==> src/rtl/dict_writer.sv <==
// dict_writer: packs a byte stream MSB-first into 128-bit BRAM words (word 0 = target hash at addr 0).
// Define DICT_WRITER_CHECKSUM_EN to add a session XOR checksum compared against csum_ref at the end.
module dict_writer #(
  parameter int DICT_START = 1,
  parameter int DICT_SIZE  = 3
) (
  input  logic         clk,
  input  logic         reset,
  input  logic         start,
  input  logic         byte_valid,
  input  logic [7:0]   byte_data,
  input  logic         byte_last,
  output logic         byte_ready,
  output logic         ena,
  output logic         wea,
  output logic [7:0]   addra,
  output logic [127:0] dina,
  output logic         busy,
  output logic         done,
  output logic         err,
`ifdef DICT_WRITER_CHECKSUM_EN
  input  logic [7:0]   csum_ref,
  output logic [7:0]   csum,
`endif
  output logic [7:0]   count
);
  typedef enum logic [2:0] {IDLE, COLLECT, WRITE, DONE, ERROR} state_t;
  localparam logic [7:0] LIMIT = 8'(DICT_SIZE + 1);
  state_t state_q, state_d;
  logic         rdy_q;
  logic [127:0] word_q, word_d;
  logic [3:0]   bcnt_q, bcnt_d;
  logic         last_q, last_d;
  logic [7:0]   count_q, count_d;
  logic         err_q, err_d;
  logic         restart, accept, csum_bad;
  assign restart = start && (state_q == IDLE || state_q == DONE || state_q == ERROR);
  assign accept  = byte_valid && state_q == COLLECT;
  // Holds the FSM for one edge after reset release so it moves first on the second edge.
  always_ff @(posedge clk or negedge reset)
    if (!reset) rdy_q <= 1'b0;
    else rdy_q <= 1'b1;
  always_ff @(posedge clk or negedge reset) begin
    if (!reset) begin
      state_q <= IDLE;
      word_q  <= '0;
      bcnt_q  <= '0;
      last_q  <= 1'b0;
      count_q <= '0;
      err_q   <= 1'b0;
    end else if (rdy_q) begin
      state_q <= state_d;
      word_q  <= word_d;
      bcnt_q  <= bcnt_d;
      last_q  <= last_d;
      count_q <= count_d;
      err_q   <= err_d;
    end
  end
`ifdef DICT_WRITER_CHECKSUM_EN
  logic [7:0] csum_q;
  always_ff @(posedge clk or negedge reset)
    if (!reset) csum_q <= '0;
    else if (rdy_q) csum_q <= restart ? 8'h00 : accept ? csum_q ^ byte_data : csum_q;
  assign csum     = csum_q;
  assign csum_bad = csum_q != csum_ref;
`else
  assign csum_bad = 1'b0;
`endif
  always_comb begin
    state_d = state_q;
    word_d  = word_q;
    bcnt_d  = bcnt_q;
    last_d  = last_q;
    count_d = count_q;
    err_d   = err_q;
    case (state_q)
      IDLE, DONE, ERROR: if (start) begin
        state_d = COLLECT;
        word_d  = '0;
        bcnt_d  = '0;
        last_d  = 1'b0;
        count_d = '0;
        err_d   = 1'b0;
      end
      COLLECT: if (byte_valid) begin
        word_d[8*(15-int'(bcnt_q)) +: 8] = byte_data;
        bcnt_d = bcnt_q + 4'd1;
        last_d = byte_last;
        if (bcnt_q == 4'd15 || byte_last) begin
          state_d = count_q == LIMIT ? ERROR : WRITE;
          err_d   = count_q == LIMIT;
        end
      end
      WRITE: begin
        count_d = count_q + 8'd1;
        word_d  = '0;
        bcnt_d  = '0;
        state_d = !last_q ? COLLECT : csum_bad ? ERROR : DONE;
        err_d   = last_q && csum_bad;
      end
      default: state_d = IDLE;
    endcase
  end
  assign byte_ready = state_q == COLLECT;
  assign wea        = state_q == WRITE;
  assign ena        = state_q == WRITE;
  assign busy       = state_q == COLLECT || state_q == WRITE;
  assign done       = state_q == DONE;
  assign err        = err_q;
  assign count      = count_q;
  assign dina       = word_q;
  assign addra      = count_q == 8'd0 ? 8'd0 : 8'(DICT_START) + count_q - 8'd1;
endmodule

==> config.mk <==
export PLATFORM = sky130hd
export DESIGN_NAME = dict_writer
export DESIGN_NICKNAME = d
export VERILOG_FILES = /design/src/rtl/dict_writer.sv
export SDC_FILE = /design/constraint.sdc
export NUM_CORES = 1
export LEC_CHECK = 0
export BUFFER_PORTS_ARGS = -buffer_cell sky130_fd_sc_hd__buf_2
export CORE_UTILIZATION = 53
export DETAILED_ROUTE_END_ITERATION = 16
export GPL_TIMING_DRIVEN = 0
export PLACE_DENSITY_LB_ADDON = 0.1
export SKIP_CTS_REPAIR_TIMING = 1
export SLEW_MARGIN = 0
export SYNTH_ARGS = -nofsm -noshare
export SYNTH_HDL_FRONTEND = slang
export SYNTH_SLANG_ARGS = --single-unit
==> constraint.sdc <==
create_clock -name clk -period 2.59 [get_ports clk]
set_input_delay 0.1295 -clock clk [delete_from_list [all_inputs] [get_ports clk]]
set_output_delay 0.1295 -clock clk [all_outputs]
set_load 0.005 [all_outputs]
# Word level (Yosys, flattened, before mapping)
# Index checks and enable logic that the tools add are counted.
dict set report totals {
  output_inout_bits 150
  wordCells 58
  input_bits 13
  ff_bits 146
}
dict set report classes {
  shift 2
  n_eq_ne 9
  n_addsub 5
  n_mux 22
  n_reduce_logical 13
}
# operator count
set op_table {}
lappend op_table {{128-bit case mux with 3 select lines} 1}
lappend op_table {{128-bit 2-to-1 mux} 2}
lappend op_table {{128-bit bitwise mux} 1}
lappend op_table {{8-bit by 33-bit variable shift with 128-bit output, first input constant} 1}
lappend op_table {{8-bit by 33-bit indexed part select with 128-bit output} 1}
lappend op_table {{8-bit negation with 33-bit output} 1}
lappend op_table {{8-bit 2-to-1 mux} 2}
lappend op_table {{8-bit case mux with 2 select lines} 1}
lappend op_table {{3-bit 2-to-1 mux} 4}
lappend op_table {{4-bit case mux with 3 select lines} 1}
lappend op_table {{4-bit AND reduction} 3}
lappend op_table {{3-bit case mux with 3 select lines} 1}
lappend op_table {{1-bit by 8-bit adder with 8-bit output, first input constant} 1}
lappend op_table {{8-bit by 3-bit == test with 1-bit output, second input constant} 1}
lappend op_table {{8-bit logical NOT} 1}
lappend op_table {{4-bit 2-to-1 mux} 2}
lappend op_table {{8-bit by 1-bit subtractor with 8-bit output, second input constant} 1}
lappend op_table {{3-bit by 2-bit == test with 1-bit output, second input constant} 2}
lappend op_table {{5-bit AND reduction} 1}
lappend op_table {{4-bit by 4-bit subtractor with 5-bit output, first input constant} 1}
lappend op_table {{4-bit by 1-bit adder with 4-bit output, second input constant} 1}
lappend op_table {{4-bit == test, second input constant} 1}
lappend op_table {{1-bit 2-to-1 mux} 4}
lappend op_table {{2-bit != test, second input constant} 2}
lappend op_table {{other kinds (12)} 14}

# Depth between registers and ports, before layout
# Gate-level depths: netlist of run 1.
dict set report depth {
  depth_word 6
  mapped_depth 8
  depth_no_buf 7
}

# Least setup slack after synthesis of run 1
# OpenSTA, ideal clock, no wires.
dict set report synth_path {
  path_type {flip-flop to flip-flop}
  start {register bcnt_q[0]}
  end {register word_q[102], in the netlist dina[102]}
  t_required_ns 2.469
  stages_incl_launch_ff 8
  path_buffers 1
  setup_time_ns 0.121
  setup_slack_ns 0.379
  t_arrival_ns 2.090
  period_less_slack_ns 2.211
  path_cell_list {dfrtp_1 > ha_1 > buf_6 > o211ai_1 > or4b_1 > o21ai_0 > nand3_1 > a22o_1}
}
dict set report synth_between {
  elab_chain_cells 6
  word_cells_on_any_way 7
  classes_between {2 x add/sub; 2 x shift; 3 x mux}
}
# element line_no
set synth_rtl {}
lappend synth_rtl {{start, declared} 32} ;# logic [3:0] bcnt_q, bcnt_d;
lappend synth_rtl {{start signal, assigned} 54} ;# bcnt_q <= bcnt_d;
lappend synth_rtl {{4-bit by 4-bit subtractor with 5-bit output (*)} 87} ;# word_d[8*(15-int'(bcnt_q)) +: 8] = byte_data;
lappend synth_rtl {{8-bit negation with 33-bit output (*)} 87}
lappend synth_rtl {{8-bit by 33-bit indexed part select with 128-bit output or 8-bit by 33-bit variable shift with 128-bit output (tied branches)} 87}
lappend synth_rtl {{128-bit bitwise mux (*)} 87}
lappend synth_rtl {{128-bit 2-to-1 mux (*)} 86} ;# COLLECT: if (byte_valid) begin
lappend synth_rtl {{128-bit case mux with 3 select lines (*)} 77} ;# case (state_q)
lappend synth_rtl {{end signal, assigned} 53} ;# word_q <= word_d;
lappend synth_rtl {{end, declared} 31} ;# logic [127:0] word_q, word_d;
# Mark *: on every way between the ends. The rest lies on a longest branch, timed or not. The select of a mux whose other input is x is not followed.
# A chain may end at the register's enable or synchronous reset.

# Final worst setup path of run 1
dict set report layout_path {
  start {register count_q[3], in the netlist count[3]}
  end {output port addra[7]}
}
dict set report layout_between {
  elab_chain_cells 3
  word_cells_on_any_way 4
  classes_between {2 x add/sub; 1 x mux; 1 x reduce/logical}
}
# element line_no
set layout_rtl {}
lappend layout_rtl {{start, declared} 34} ;# logic [7:0] count_q, count_d;
lappend layout_rtl {{start signal, assigned} 56} ;# count_q <= count_d;
lappend layout_rtl {{1-bit by 8-bit adder with 8-bit output} 113} ;# assign addra = count_q == 8'd0 ? 8'd0 : 8'(DICT_START) + count_q - 8'd1;
lappend layout_rtl {{8-bit by 1-bit subtractor with 8-bit output} 113}
lappend layout_rtl {{8-bit 2-to-1 mux (*)} 113}
lappend layout_rtl {{end, declared} 16} ;# output logic [7:0] addra,
# Mark *: on every way between the ends. The rest lies on a longest branch, timed or not.

==> results.yml, run 1 <==
pwr:
  clock_power_share_pct: 39.9
  vdd_ir_drop_max_v: 0.0006838
  p_total_w: 0.006996
  netSwitchingPower_w: 0.002121
  pint_w: 0.004875
  cellPowerDensity_nw_per_um2: 883.7
  p_seq_share_pct: 36.6
  power.share.combinational_pct: 23.6
  power.share.switching_pct: 30.32
  p_leak_nw: 4.176
place:
  detailed_place_hpwl_um: 11280
  finalWeightedCongestion: 0.8882
  quantity_of_i_o_buffers_inserted_on_ports: 154
sta:
  final-setup-viol-count: 0
  tns_ps: 0
  final_min_period_over_clock_period_pct: 99.46
  hold_slack_ps: 146.8
  fmax_mhz: 388.2
  max_slew.worst_pin.slew_ps: 968.1
  timing.slew.headroom_pct: 35.32
  slew_viol_final: 0
  finalCriticalPeriod_ps: 2576
  final-hold-violation-count: 0
  rsz0062_at_grt: "true"
  finalClockSkew_ps: 7.089
die:
  num_io_pins: 163
  core_rows: 38
  core_region_area_um2: 11080
  die_area_um2: 12050
  die_height_um: 109.8
  floorplan.initialDensity_pct: 55.55
  chip_width_um: 109.8
synth:
  ys_top_cells_by_area: "sky130_fd_sc_hd__dfrtp_1 (59%), sky130_fd_sc_hd__a22o_1 (18%), sky130_fd_sc_hd__o21ai_0 (2.6%)"
  total_number_of_yosys_warnings: 0
  synth_top_area_cell: "sky130_fd_sc_hd__dfrtp_1"
  asyncSetResetFlopFracSynth_pct: 100.0
  synthDistinctLibCells: 55
  syn-num-nets: 531
  number_of_enable_flip_flop_cells_after_synthesis: 0
  synth.top_cell.area_share_pct: 59.37
  ys.flop_type: "sky130_fd_sc_hd__dfrtp_1"
  ys_ff_latch: 146
  sequential_cell_area_fraction_in_the_yosys_report_pct: 59.37
  netlist_area_um2: 6153
  netlist_instances: 512
  synth.avg_cell_area_um2: 12.02
routing:
  topRoutingLayerUsed: "met4"
  vias_per_cell: 6.075
  wl_met2_um: 7827
  detail_route.first_pass.iterations: 4
  route.detailed.drc: 0
  dr_total_vias: 5115
  met3_length_um: 943
  met1Wirelength_um: 7541
  post_drt_wl_per_cell_um: 19.78
  drt_first_iter_violations: 477
  ant_nets: 0
  detail_route.wirelength_um: 16660
worst_setup_path:
  timing.critical_path.to_type: "output pin"
  cell_repeated_most_along_the_worst_path: "sky130_fd_sc_hd__nand2_1"
  crit_path_cell_trace: "clkbuf_1 -> nand2_1 -> nor3_1 -> xor2_1 -> or4_1 -> nand2_1 -> buf_2"
  worstPathMaxFanout: 10
  crit_path_top_delay_cell: "sky130_fd_sc_hd__or4_1"
  timing.critical_path.slowest_cell_delay_ps: 490
  critical_path_class: "reg2out"
  startpoint_type_of_the_worst_setup_path: "flop"
  cp.arrival_ps: 2450
  worst_ep_required_time_ps: 2460
clock_tree:
  worst_skew_pair.late_latency_ps: 430
  cts-buffers-inserted: 17
  clk_pin_slew_worst_paths_ps: 60
  htree_levels: 4
  clockBufferDepth: 2
  cts.root.buffer_cell: "sky130_fd_sc_hd__clkbuf_16"
  cts_tree: "built"
  numClockSinks: 146
grt:
  grt_pass1_vias: 4760
  grt_antenna_before_repair: 0
  grt_pass1_wl_um: 25660
  grt_overflow_total: 0
  grt_max_degree: 95
  globalRouteTotalUtil_pct: 28.71
final_layout:
  antenna_cells: 0
  fillers: 831
  final_nets: 710
  post_route_cells_drive_above_1_share_pct: 31.91
  synthToLayoutAreaGrowth_pct: 28.67
status:
  status: "finished clean"
flow_run:
  maxCapViolations: 0
min_path:
  hp-class: "in2reg"
-- path summary, 6_finish.rpt --
kind | start | end | slack [ps] | cells after the start
max in group asynchronous | reset | bcnt_q[0] | 1560 | 3
min in group asynchronous | reset | dina[82] | 220 | 2
worst max-delay path | count[3] | addra[7] | 10 | 7
worst min register to register | err | err | 490 | 1
worst max register to register | bcnt_q[0] | dina[61] | 100 | 7
worst min-delay path | byte_data[5] | dina[101] | 150 | 2
-- state kept, by name, summed over array words and instances, names as in the netlist --
register / flops
count: 8
last_q: 1
rdy_q: 1
dina: 128
err: 1
state_q: 3
bcnt_q: 4
-- cell usage after synthesis, types with 5 or more instances --
| library cell | instances |
|---|---|
| sky130_fd_sc_hd__nor3_1 | 8 |
| sky130_fd_sc_hd__a22o_1 | 128 |
| sky130_fd_sc_hd__o21ai_0 | 32 |
| sky130_fd_sc_hd__buf_1 | 8 |
| sky130_fd_sc_hd__nor2_4 | 5 |
| sky130_fd_sc_hd__nand3_1 | 26 |
| sky130_fd_sc_hd__inv_1 | 10 |
| sky130_fd_sc_hd__clkbuf_1 | 20 |
| sky130_fd_sc_hd__and3_1 | 5 |
| sky130_fd_sc_hd__nor3b_1 | 5 |
| sky130_fd_sc_hd__xnor2_1 | 7 |
| sky130_fd_sc_hd__nor2_1 | 23 |
| sky130_fd_sc_hd__ha_1 | 6 |
| sky130_fd_sc_hd__nand2_1 | 20 |
| sky130_fd_sc_hd__dfrtp_1 | 146 |
-- critical path, delay by kind of cell, from the launching register on --
family                    cells  cell delay [ps]
DFF                           1              330
xor gates and xnor gates      1              130
buffers and inverters         2              430
and+or+nand+nor               4             1140
-- metal layers --
metal  vias up  global-route usage (%)
met3        27                   7.587
met1      2598                   39.33
met5         -                       0
met4         0                   10.48
li1       2290                       -
met2       200                   44.03
-- cell type report --
| cell class | count | area [um2] | area share, % |
|---|---|---|---|
| Timing Repair Buffer | 160 | 844.6 | 10.67 |
| Buffer | 34 | 151.4 | 1.912 |
| Tap cell | 140 | 175.2 | 2.212 |
| Sequential cell | 146 | 3657 | 46.19 |
| Inverter | 11 | 42.54 | 0.5373 |
| Clock buffer | 21 | 470.5 | 5.942 |
| Clock inverter | 9 | 202.7 | 2.560 |
| Multi-Input combinational cell | 321 | 2374 | 29.98 |
-- kinds of logic after synthesis --
logic type | Yosys count | share of synthesized area, %
other | 1 | 0.06094
flip-flops | 146 | 59.37
AO/OA/AOI/OAI | 187 | 24.18
multiplexers | 3 | 0.5287
adder cells (fa/ha/maj) | 6 | 1.220
buffers and inverters | 45 | 3.030
XOR/XNOR | 10 | 1.423
AND/OR/NAND/NOR | 114 | 10.19
-- placed cells by master (no fill, tap or decap), types with 4 or more instances in the layout --
cell type | netlist | layout
sky130_fd_sc_hd__buf_2 | 4 | 157
sky130_fd_sc_hd__dfrtp_1 | 146 | 143
sky130_fd_sc_hd__a22o_1 | 128 | 128
sky130_fd_sc_hd__o21ai_0 | 32 | 29
sky130_fd_sc_hd__nor2_1 | 23 | 23
sky130_fd_sc_hd__clkbuf_1 | 20 | 20
sky130_fd_sc_hd__nand3_1 | 26 | 20
sky130_fd_sc_hd__nand2_1 | 20 | 19
sky130_fd_sc_hd__clkbuf_16 | 0 | 17
sky130_fd_sc_hd__inv_1 | 10 | 10
sky130_fd_sc_hd__buf_1 | 8 | 8
sky130_fd_sc_hd__xnor2_1 | 7 | 7
sky130_fd_sc_hd__nor3_1 | 8 | 6
sky130_fd_sc_hd__nand3_2 | 0 | 6
sky130_fd_sc_hd__ha_1 | 6 | 6
sky130_fd_sc_hd__bufinv_16 | 0 | 6
sky130_fd_sc_hd__nor3b_1 | 5 | 5
sky130_fd_sc_hd__and3_1 | 5 | 5
sky130_fd_sc_hd__nor2_4 | 5 | 5
sky130_fd_sc_hd__buf_4 | 1 | 5
sky130_fd_sc_hd__nand4_1 | 4 | 4
sky130_fd_sc_hd__a21oi_1 | 4 | 4
sky130_fd_sc_hd__o21ai_1 | 1 | 4
-- metrics by stage --
| step | cells | worst slack, ps | util, % | cell area [um2] |
|---|---|---|---|---|
| after global placement | 806 | -511.0 | 64.08 | 7099 |
| final | 842 | 13.98 | 71.47 | 7918 |
| after CTS | 837 | -272.1 | 70.47 | 7806 |
| after global routing | 842 | -76.48 | 71.47 | 7918 |
| after detailed placement | 807 | 2.000 | 64.39 | 7133 |
| after floorplan | 512 | 378.7 | - | 6153 |
-- power groups by stage --
stage / logic (W) / registers (W) / clock network (W)
after global routing: 0.00182 / 0.00258 / 0.00290
after detailed placement: 0.00152 / 0.00260 / 0
after global placement: 0.00147 / 0.00259 / 0
after floorplan: 0.000973 / 0.00258 / 0
after CTS: 0.00153 / 0.00256 / 0.00281
final: 0.00165 / 0.00256 / 0.00279
No activity file was read; power rests on OpenSTA's default activity.
==> inputs of run 2 (changes only) <==
--- a/config.mk
+++ b/config.mk
@@ -6,6 +6,7 @@
 export NUM_CORES = 1
 export LEC_CHECK = 0
 export BUFFER_PORTS_ARGS = -buffer_cell sky130_fd_sc_hd__buf_2
+export CORE_MARGIN = 2
 export CORE_UTILIZATION = 53
 export DETAILED_ROUTE_END_ITERATION = 16
 export GPL_TIMING_DRIVEN = 0
==> run 2 against run 1 <==
Register-to-register slack is essentially flat. Die area grew 3.7%. Sequential power about the same. Critical path type unchanged.
==> results.yml, run 2 (synthesis results as in run 1) <==
sta:
  finalCriticalPeriod_ps: 2507
  rsz0062_at_grt: "true"
  final-setup-viol-count: 0
  fmax_mhz: 398.9
  slew_viol_final: 0
  max_slew.worst_pin.slew_ps: 951.5
  setup_slack_ps: 83.10
  timing.slew.headroom_pct: 36.08
  hold_slack_ps: 149.7
  final_min_period_over_clock_period_pct: 96.79
  finalClockSkew_ps: 5.693
  final-hold-violation-count: 0
die:
  die_area_um2: 12490
  floorplan.initialDensity_pct: 54.12
  die_height_um: 111.8
  core_rows: 39
  num_io_pins: 163
  chip_width_um: 111.8
  core_region_area_um2: 11370
grt:
  grt_overflow_total: 0
  grt_antenna_before_repair: 0
  grt_max_degree: 93
  globalRouteTotalUtil_pct: 27.02
  grt_pass1_wl_um: 26400
  grt_pass1_vias: 4822
clock_tree:
  cts-buffers-inserted: 17
  numClockSinks: 146
  cts.root.buffer_cell: "sky130_fd_sc_hd__clkbuf_16"
  htree_levels: 4
  worst_skew_pair.late_latency_ps: 420
  clockBufferDepth: 2
  cts_tree: "built"
  clk_pin_slew_worst_paths_ps: 60
final_layout:
  synthToLayoutAreaGrowth_pct: 27.35
  final_nets: 707
  final_cell_mix: "sky130_fd_sc_hd__buf_2 (157), sky130_fd_sc_hd__dfrtp_1 (144), sky130_fd_sc_hd__a22o_1 (128)"
  fillers: 866
  multi_input_gate_area_in_the_final_layout_um2: 2380
  post_route_cells_drive_above_1_share_pct: 32.05
  design_area_um2: 7836
  mostFrequentLayoutCell: "sky130_fd_sc_hd__buf_2"
  antenna_cells: 0
  postLayoutCoreUtil_pct: 68.92
  number_of_flip_flops_in_the_largest_register: 128
  area.sequential_um2: 3656
place:
  finalWeightedCongestion: 0.8777
  dpl_cell_area_um2: 7137
  place_worst_setup_slack_ps: 48.74
  quantity_of_i_o_buffers_inserted_on_ports: 154
  detailed_place_hpwl_um: 11270
pwr:
  p_leak_nw: 4.135
  cellPowerDensity_nw_per_um2: 854.0
  vdd_ir_drop_max_v: 0.0005629
  p_total_w: 0.006692
worst_setup_path:
  cp.arrival_ps: 2380
  timing.critical_path.to_type: "output pin"
  worst_ep_required_time_ps: 2460
  critical_path_class: "reg2out"
  startpoint_type_of_the_worst_setup_path: "flop"
  worstPathMaxFanout: 10
status:
  status: "finished clean"
routing:
  route.detailed.drc: 0
  ant_nets: 0
  post_drt_wl_per_cell_um: 19.88
  vias_per_cell: 6.072
  dr_total_vias: 5113
  detail_route.wirelength_um: 16740
  detail_route.first_pass.iterations: 5
  drt_first_iter_violations: 588
min_path:
  hp-class: "in2reg"
flow_run:
  maxCapViolations: 0
## run 2: changes by cell type in the layout (fill, tap and decap cells not counted), moves of 2 or more
cell	delta
sky130_fd_sc_hd__buf_4	-2
sky130_fd_sc_hd__clkinv_2	+2
sky130_fd_sc_hd__clkbuf_1	-2
sky130_fd_sc_hd__bufinv_16	-3
sky130_fd_sc_hd__o21ai_1	-2
## run 2: final cells by class
type | count | share of cell area (%)
Clock buffer | 21 | 6.004
Inverter | 11 | 0.5429
Buffer | 33 | 1.900
Clock inverter | 9 | 1.661
Multi-Input combinational cell | 321 | 30.37
Sequential cell | 146 | 46.65
Timing Repair Buffer | 158 | 10.59
Tap cell | 143 | 2.283
## run 2: critical path, stage by stage (launching register included)
cell                      delay (ps)
sky130_fd_sc_hd__dfrtp_2         420
sky130_fd_sc_hd__ha_2            190
sky130_fd_sc_hd__buf_6           140
sky130_fd_sc_hd__xor2_1          150
sky130_fd_sc_hd__o32ai_2         290
sky130_fd_sc_hd__nand4_1         170
sky130_fd_sc_hd__or4_1           420
sky130_fd_sc_hd__nand2_1          80
sky130_fd_sc_hd__buf_2           110
## run 2: power breakdown
| part | total [W] | switching (W) | internal (W) |
|---|---|---|---|
| logic | 0.00165 | 0.00110 | 0.000556 |
| registers | 0.00255 | 0.000119 | 0.00243 |
| clock network | 0.00249 | 0.000908 | 0.00158 |
| total | 0.00669 | 0.00213 | 0.00457 |
## run 2: path summary, 6_finish.rpt
kind / start / to / slack, ps / depth (start not counted)
worst max-delay path: count[1] / addra[7] / 80 / 8
worst min-delay path: byte_data[4] / dina[68] / 150 / 2
worst max register to register: bcnt_q[0] / dina[13] / 90 / 7
worst min register to register: err / err / 480 / 1
max in group asynchronous: reset / dina[25] / 1560 / 3
min in group asynchronous: reset / dina[59] / 230 / 2
## run 2: per-layer routing
layer / share of wire (%) / vias up / GRT usage (%)
li1: - / 2284 / -
met1: 44 / 2579 / 38.81
met2: 47 / 222 / 40.08
met3: 7.6 / 28 / 6.805
met4: 1.8 / 0 / 10.21
met5: 0 / - / 0
## run 2: through the flow
| step | setup TNS (ps) | instances |
|---|---|---|
| global placement | -76530 | 809 |
| global route | -158.9 | 842 |
| finish | 0 | 842 |
| floorplan | 0 | 512 |
| CTS | -275.7 | 840 |
| detailed placement | 0 | 810 |
==> inputs of run 3 (changes only) <==
--- a/config.mk
+++ b/config.mk
@@ -7,7 +7,7 @@
 export LEC_CHECK = 0
 export BUFFER_PORTS_ARGS = -buffer_cell sky130_fd_sc_hd__buf_2
 export CORE_MARGIN = 2
-export CORE_UTILIZATION = 53
+export CORE_UTILIZATION = 47
 export DETAILED_ROUTE_END_ITERATION = 16
 export GPL_TIMING_DRIVEN = 0
 export PLACE_DENSITY_LB_ADDON = 0.1
==> constraint.sdc (replaced) <==
create_clock -name clk -period 2.3 [get_ports clk]
set_input_delay 0.115 -clock clk [delete_from_list [all_inputs] [get_ports clk]]
set_output_delay 0.115 -clock clk [all_outputs]
set_load 0.005 [all_outputs]
==> run 3 against run 2 <==
The run now ends with negative setup slack left. Final cell count is 4.4% higher. Sequential share of layout area is 1.8 points lower. Combinational power is 32% higher. First-iteration DRC count is 18% lower. Critical path depth stayed put. Sequential power is 14% higher. Routed wire length is 4.9% higher. Register-to-register slack worse by 40 ps. Largest cell class unchanged.
==> results.yml, run 3 (synthesis results as in run 1) <==
pwr:
  cellPowerDensity_nw_per_um2: 960.4
  vdd_ir_drop_max_v: 0.0004951
  p_leak_nw: 4.201
final_layout:
  design_area_um2: 8158
  layoutNonFillerInstCount: 879
  number_of_flip_flops_in_the_largest_register: 128
  antenna_cells: 0
  final_nets: 713
  final_cell_mix: "sky130_fd_sc_hd__buf_2 (157), sky130_fd_sc_hd__dfrtp_1 (141), sky130_fd_sc_hd__a22o_1 (128)"
  mostFrequentLayoutCell: "sky130_fd_sc_hd__buf_2"
  synthToLayoutAreaGrowth_pct: 32.57
  fillers: 1054
  post_route_cells_drive_above_1_share_pct: 39.32
die:
  floorplan.initialDensity_pct: 48.37
  core_region_area_um2: 12720
  die_height_um: 118.4
  num_io_pins: 163
  core_rows: 41
  die_area_um2: 14020
  chip_width_um: 118.4
worst_setup_path:
  timing.critical_path.to_type: "output pin"
  worstPathMaxFanout: 6
  worst_ep_required_time_ps: 2180
  cp.arrival_ps: 2320
  startpoint_type_of_the_worst_setup_path: "flop"
  critical_path_class: "reg2out"
  worst_r2r_path_depth: 7
place:
  finalWeightedCongestion: 0.8912
  dpl_cell_area_um2: 7173
  detailed_place_hpwl_um: 11780
  dpl.cell_count: 839
  quantity_of_i_o_buffers_inserted_on_ports: 154
routing:
  drt_first_iter_violations: 485
  dr_total_vias: 5209
  detail_route.wirelength_um: 17570
  detail_route.first_pass.iterations: 4
  ant_nets: 0
  route.detailed.drc: 0
  post_drt_wl_per_cell_um: 19.99
  vias_per_cell: 5.926
sta:
  hold_slack_ps: 138.7
  finalClockSkew_ps: 11.07
  max_slew.worst_pin.slew_ps: 758.5
  final-hold-violation-count: 0
  final_min_period_over_clock_period_pct: 105.8
  rsz0062_at_grt: "true"
  slew_viol_final: 0
  tns_ps: -133.0
  final-setup-viol-count: 1
  finalCriticalPeriod_ps: 2433
  fmax_mhz: 411.0
  setup_slack_ps: -133.0
  timing.slew.headroom_pct: 49.43
clock_tree:
  cts_tree: "built"
  clockBufferDepth: 2
  cts.root.buffer_cell: "sky130_fd_sc_hd__clkbuf_16"
  worst_skew_pair.late_latency_ps: 420
  htree_levels: 4
  cts-buffers-inserted: 17
  numClockSinks: 146
  clk_pin_slew_worst_paths_ps: 60
grt:
  grt_pass1_vias: 4927
  grt_max_degree: 80
  grt_antenna_before_repair: 0
  globalRouteTotalUtil_pct: 24.81
  grt_pass1_wl_um: 27270
  grt_overflow_total: 0
status:
  status: "complete, but fails checks"
  failed_checks: "negative setup slack"
flow_run:
  maxCapViolations: 0
min_path:
  hp-class: "in2reg"
  hold_path_cells: 2
run 3: critical path, cell delays in order, from the launching register on:
cell and delay [ps]:
sky130_fd_sc_hd__dfrtp_2 440, sky130_fd_sc_hd__ha_4 180, sky130_fd_sc_hd__buf_8 120, sky130_fd_sc_hd__xor2_2 150, sky130_fd_sc_hd__o32ai_2 310, sky130_fd_sc_hd__nand4_1 140, sky130_fd_sc_hd__or4_1 410, sky130_fd_sc_hd__nand2_1 60
sky130_fd_sc_hd__buf_2 100
run 3: worst paths after layout:
| path | to | slack (ps) | from |
|---|---|---|---|
| max | addra[7] | -130 | count[1] |
| min | dina[65] | 140 | byte_data[1] |
| max reg2reg | dina[51] | 50 | bcnt_q[2] |
| min reg2reg | err | 480 | err |
| max in group asynchronous | bcnt_q[0] | 1200 | reset |
| min in group asynchronous | dina[60] | 310 | reset |
run 3: per-stage QoR:
stage               setup slack [ps]  util [%]  power [W]
finish                        -133.0     64.12   0.007835
global route                  -198.9     64.12   0.008201
CTS                           -559.9     61.06   0.007408
detailed placement            -312.1     56.38   0.004649
global placement              -842.5     56.12   0.004591
floorplan                      88.74         -   0.004005
run 3: power breakdown:
| group | leakage [nW] | total, W | internal [W] | switching [W] |
|---|---|---|---|---|
| clock network | 0.286 | 0.00277 | 0.00165 | 0.00112 |
| logic | 1.89 | 0.00217 | 0.000789 | 0.00138 |
| registers | 2.02 | 0.00290 | 0.00274 | 0.000158 |
run 3: area by class of cell:
type / count / area [um2] / share of cell area [%]
Multi-Input combinational cell: 321 / 2609 / 31.98
Tap cell: 172 / 215.2 / 2.638
Sequential cell: 146 / 3660 / 44.86
Timing Repair Buffer: 168 / 904.6 / 11.09
Clock inverter: 13 / 152.6 / 1.871
Inverter: 11 / 42.54 / 0.5215
Clock buffer: 19 / 442.9 / 5.429
Buffer: 29 / 131.4 / 1.610
run 3: metal layers:
metal / part of all wire [%] / GRT usage [%] / up-vias
li1: - / - / 2309
met1: 45 / 35.02 / 2667
met2: 48 / 38.95 / 214
met3: 6.6 / 6.467 / 19
met4: 1.1 / 5.283 / 0
met5: 0 / 0 / -
